<file path="src/rtl/cache_perf_counter_unit.sv">
// Cache hit/miss/read/write event counters with a four-phase snapshot port.
// Counters live internally; snapshots are captured only on the S_IDLE -> S_ACK edge.
module cache_perf_counter_unit #(
  parameter int unsigned XLEN     = 32,
  parameter bit          SATURATE = 1'b1
) (
  input  logic            clk,
  input  logic            reset_n,
  input  logic            count_en,
  input  logic            clear,
  input  logic            req_valid,
  input  logic            req_ready,
  input  logic            req_we,
  input  logic            resp_valid,
  input  logic            resp_hit,
  input  logic            snap_req,
  output logic            snap_ack,
  output logic [XLEN-1:0] hit_value,
  output logic [XLEN-1:0] miss_value,
  output logic [XLEN-1:0] read_value,
  output logic [XLEN-1:0] write_value,
  output logic [3:0]      overflow
);

  typedef enum logic {
    S_IDLE,
    S_ACK
  } state_e;

  localparam logic [XLEN-1:0] ONE = {{(XLEN-1){1'b0}}, 1'b1};

  state_e          state_q, state_d;
  logic [XLEN-1:0] cnt_q  [4];
  logic [XLEN-1:0] cnt_d  [4];
  logic [XLEN-1:0] snap_q [4];
  logic [3:0]      ovf_q, ovf_d;
  logic [3:0]      inc;
  logic            accept;
  logic            capture;

  assign accept = req_valid & req_ready;

  // Index order {write, read, miss, hit} matches the overflow bit layout.
  assign inc = {accept & req_we, accept & ~req_we,
                resp_valid & ~resp_hit, resp_valid & resp_hit} & {4{count_en}};

  always_comb begin
    ovf_d = ovf_q;
    for (int unsigned i = 0; i < 4; i++) begin
      cnt_d[i] = cnt_q[i];
      if (clear) begin
        cnt_d[i] = '0;
        ovf_d[i] = 1'b0;
      end else if (inc[i]) begin
        if (cnt_q[i] == '1) begin
          ovf_d[i] = 1'b1;
          cnt_d[i] = SATURATE ? '1 : '0;
        end else begin
          cnt_d[i] = cnt_q[i] + ONE;
        end
      end
    end
  end

  always_comb begin
    state_d = state_q;
    capture = 1'b0;
    case (state_q)
      S_IDLE: begin
        if (snap_req) begin
          capture = 1'b1;
          state_d = S_ACK;
        end
      end
      S_ACK: begin
        if (!snap_req) state_d = S_IDLE;
      end
      default: state_d = S_IDLE;
    endcase
  end

  always_ff @(posedge clk or negedge reset_n) begin
    if (!reset_n) begin
      state_q <= S_IDLE;
      ovf_q   <= '0;
      for (int unsigned i = 0; i < 4; i++) begin
        cnt_q[i]  <= '0;
        snap_q[i] <= '0;
      end
    end else begin
      state_q <= state_d;
      ovf_q   <= ovf_d;
      for (int unsigned i = 0; i < 4; i++) begin
        cnt_q[i] <= cnt_d[i];
        // Snapshot takes the pre-increment, pre-clear value of this cycle.
        if (capture) snap_q[i] <= cnt_q[i];
      end
    end
  end

  assign snap_ack    = (state_q == S_ACK);
  assign hit_value   = snap_q[0];
  assign miss_value  = snap_q[1];
  assign read_value  = snap_q[2];
  assign write_value = snap_q[3];
  assign overflow    = ovf_q;

endmodule

</file>
<file path="config.mk">
export PLATFORM = sky130hd
export DESIGN_NAME = cache_perf_counter_unit
export DESIGN_NICKNAME = d
export VERILOG_FILES = /design/src/rtl/cache_perf_counter_unit.sv
export SDC_FILE = /design/constraint.sdc
export NUM_CORES = 1
export LEC_CHECK = 0
export ABC_AREA = 1
export CORE_UTILIZATION = 45
export CTS_CLUSTER_SIZE = 10
export DETAILED_ROUTE_END_ITERATION = 12
export PLACE_DENSITY_LB_ADDON = 0.08
export SLEW_MARGIN = 20
export SYNTH_ARGS = -nofsm -noshare
export SYNTH_HDL_FRONTEND = slang
export SYNTH_SLANG_ARGS = --single-unit
</file>
<file path="constraint.sdc">
create_clock -name clk -period 4.06 [get_ports clk]
set_input_delay 0.406 -clock clk [delete_from_list [all_inputs] [get_ports clk]]
set_output_delay 0.406 -clock clk [all_outputs]
set_load 0.05 [all_outputs]
</file>
==> impl_metrics.json <==
{
  "status": "finished, final reports clean",
  "finalHoldViolations": 0,
  "n_antenna_cell": 0,
  "start_kind": "flip-flop",
  "finalMaxSlewViolations": 0,
  "cp_slowest_stage_delay_ns": 0.59,
  "synth_cells": 1908,
  "ant_nets": 0,
  "setup_violations": 0,
  "cp.required_ns": 4.54,
  "critPathTopFamily": "simple AND/OR/NAND/NOR gates",
  "port_buffers": 142,
  "tns_ns": 0,
  "cpMaxStageDelayCell": "nand3_2",
  "hpwl_um": 25100,
  "crit_path_end_kind": "flip-flop",
  "ys_ff_latch": 261,
  "slew_headroom_pct": 40.5,
  "wl_met3_um": 1950,
  "synth_top_area_share_pct": 47.3,
  "wl_per_cell_um": 14.7,
  "power_density_nw_per_um2": 326,
  "dieHeight_um": 177,
  "worstMarginPinSlew_ns": 0.887,
  "synth_area_leader_cell": "dfrtp_1",
  "yosys_most_used_dff": "dfrtp_1",
  "seq_area_frac_synth_pct": 47.3,
  "nets": 2052,
  "clk-insertion-delay-late_ns": 0.55,
  "ys_async_sr_fraction_pct": 100,
  "gp_congestion": 0.867,
  "firstDrtPassIters": 6,
  "ys_warn_count": 0,
  "final_layout_size_suffix_gt1_share_pct": 5.60,
  "top_layer": "met5",
  "io_pins": 143,
  "drt_iter0_markers": 828,
  "wl_um": 35800,
  "cts_root_buffer": "clkbuf_16",
  "core_area_um2": 30000,
  "clk_path_buf_depth": 3,
  "p_switching_mw": 1.24,
  "synthesis.area_um2": 13800,
  "crit_chain": "ha_1 > nand2_1 > nor2_4 > nand3_2 > nor2_1 > nand3_2 > o21ai_0 > inv_1 > nand2_1",
  "grt_max_degree": 94,
  "met2_length_um": 16500,
  "min_period_ns": 2.25,
  "p_seq_share_pct": 49.3,
  "p_int_mw": 4.12,
  "clock_power_share_pct": 45.9,
  "syn-num-nets": 1922,
  "clock-sinks": 261,
  "multi_input_area_um2": 6190,
  "die_area_um2": 31400,
  "crit_buf_inv": 1,
  "register_area_um2": 6530,
  "synth_cell_type_count": 31,
  "clk_pin_slew_worst_paths_ns": 0.06,
  "maxCapViolations": 0,
  "synth_edf_count": 0,
  "cts_tree": "built",
  "antenna_found_initial": 1,
  "clock.fmax_ghz": 0.444,
  "rows": 63,
  "wl_met1_um": 16900,
  "p_leak_nw": 7.47,
  "vias": 12500,
  "grt_overflow_total": 0,
  "timing.hold.ws_ns": 0.394,
  "fin_skew_ns": 0.00999,
  "power_switching_share_pct": 23.2,
  "area_delta_synth_final_pct": 19.1,
  "grt_pass1_wl_um": 59400,
  "htree_levels": 1,
  "cts_buffers": 31,
  "syn-mean-instance-area_um2": 7.24,
  "hp-class": "input pin to flip-flop",
  "crit_type": "flip-flop to flip-flop",
  "grt_pass1_vias": 11600,
  "synth_area_leaders": "dfrtp_1 47%, nand2_1 20%, o21ai_0 6.2%",
  "rsz0062_at_grt": "false",
  "die_w_um": 177,
  "yosysMostFrequentCell": "nand2_1",
  "start_util_pct": 46.1,
  "grt.total_usage_pct": 23.2,
  "power_frac_comb_pct": 4.8,
  "peakVddDrop_mv": 0.297,
  "arrival_ns": 2.73,
  "cp_max_fo": 32,
  "avgViaCountPerCell": 5.11,
  "drc": 0,
  "netlist_top_cells_count": "741 x nand2_1, 261 x dfrtp_1, 208 x inv_1",
  "fin_crit_sh_pct": 55.5,
  "n_fill_cell": 2883,
  "postCtsSetupBuffers": 0
}
## logic make-up (layout without fill, tap and decap cells)
kind of cell	count (synthesis)	after routing	share of synthesized area (%)
buffers and inverters	278	422	8.03
xor gates and xnor gates	14	14	0.887
and+or+nand+nor	1119	1119	33.9
muxes	11	11	0.896
AOI/OAI and AO/OA	221	221	8.69
adders and majority gates	4	4	0.362
DFF	261	261	47.3
## final timing paths
check	startpoint	to	slack [ns]	cells past startpoint
max reg2reg	cnt_q[64]$_DFFE_PN0P_	cnt_q[83]$_DFFE_PN0P_	1.81	9
max in group asynchronous	reset_n	hit_value[22]$_DFFE_PN0P_	2.60	3
max	cnt_q[64]$_DFFE_PN0P_	cnt_q[83]$_DFFE_PN0P_	1.81	9
min	snap_req	snap_ack$_DFF_PN0_	0.39	1
min in group asynchronous	reset_n	miss_value[21]$_DFFE_PN0P_	0.50	2
min reg2reg	hit_value[17]$_DFFE_PN0P_	hit_value[17]$_DFFE_PN0P_	0.48	2
## placed cells by master, fill, tap and decap left out, drive strengths merged
cell / n
nand2: 752
dfrtp: 261
inv: 216
nor2: 185
o21ai: 178
nand3: 162
clkdlybuf4s50: 141
clkbuf: 47
o211ai: 26
nand4: 17
buf: 14
a21oi: 13
mux2: 11
xor2: 10
xnor2: 4
o221ai: 4
ha: 4
clkinv: 3
nor3: 2
and2: 1
dlygate4sd3: 1
## area by class of cell
cell class              instances  share of cell area, %
repair buffers                156                   9.47
multi-input cells            1369                   37.6
clock buffers                  47                   5.26
inverters                     219                   4.99
flip-flops and latches        261                   39.7
well taps                     390                   2.96
## through the flow
step | worst slack, ns | cells | power (mW) | area, µm² | utilization, %
floorplan | 2.46 | 1908 | 2.82 | 13800 | -
global placement | 1.32 | 2394 | 2.95 | 15600 | 52.0
detailed placement | 1.31 | 2394 | 2.95 | 15600 | 52.0
CTS | 1.79 | 2442 | 5.44 | 16500 | 54.9
global route | 1.58 | 2442 | 5.57 | 16500 | 54.9
finish | 1.81 | 2442 | 5.37 | 16500 | 54.9
## layer usage
| layer | GRT usage [%] | vias up |
|---|---|---|
| li1 | - | 6265 |
| met1 | 32.2 | 5903 |
| met2 | 38.0 | 271 |
| met3 | 3.95 | 42 |
| met4 | 5.16 | 2 |
| met5 | 0 | - |
## flip-flops by register name, indices dropped and copies added (netlist names)
register / flops
read_value: 32
cnt_q: 128
miss_value: 32
overflow: 4
write_value: 32
hit_value: 32
snap_ack: 1
## power by group through the flow
stage / Clock [mW] / Combinational [mW] / Sequential (mW)
after floorplan: 0 / 0.0972 / 2.72
final: 2.46 / 0.258 / 2.65
after global placement: 0 / 0.263 / 2.69
after CTS: 2.53 / 0.264 / 2.64
after global routing: 2.63 / 0.288 / 2.65
after detailed placement: 0 / 0.262 / 2.69
## repair_timing
action | in CTS | in global routing
hold buffers | 1 | 0
resized for setup | 0 | 0
hold endpoints to repair | 90 | 0
Note: power is estimated with default switching activity, not from simulation.
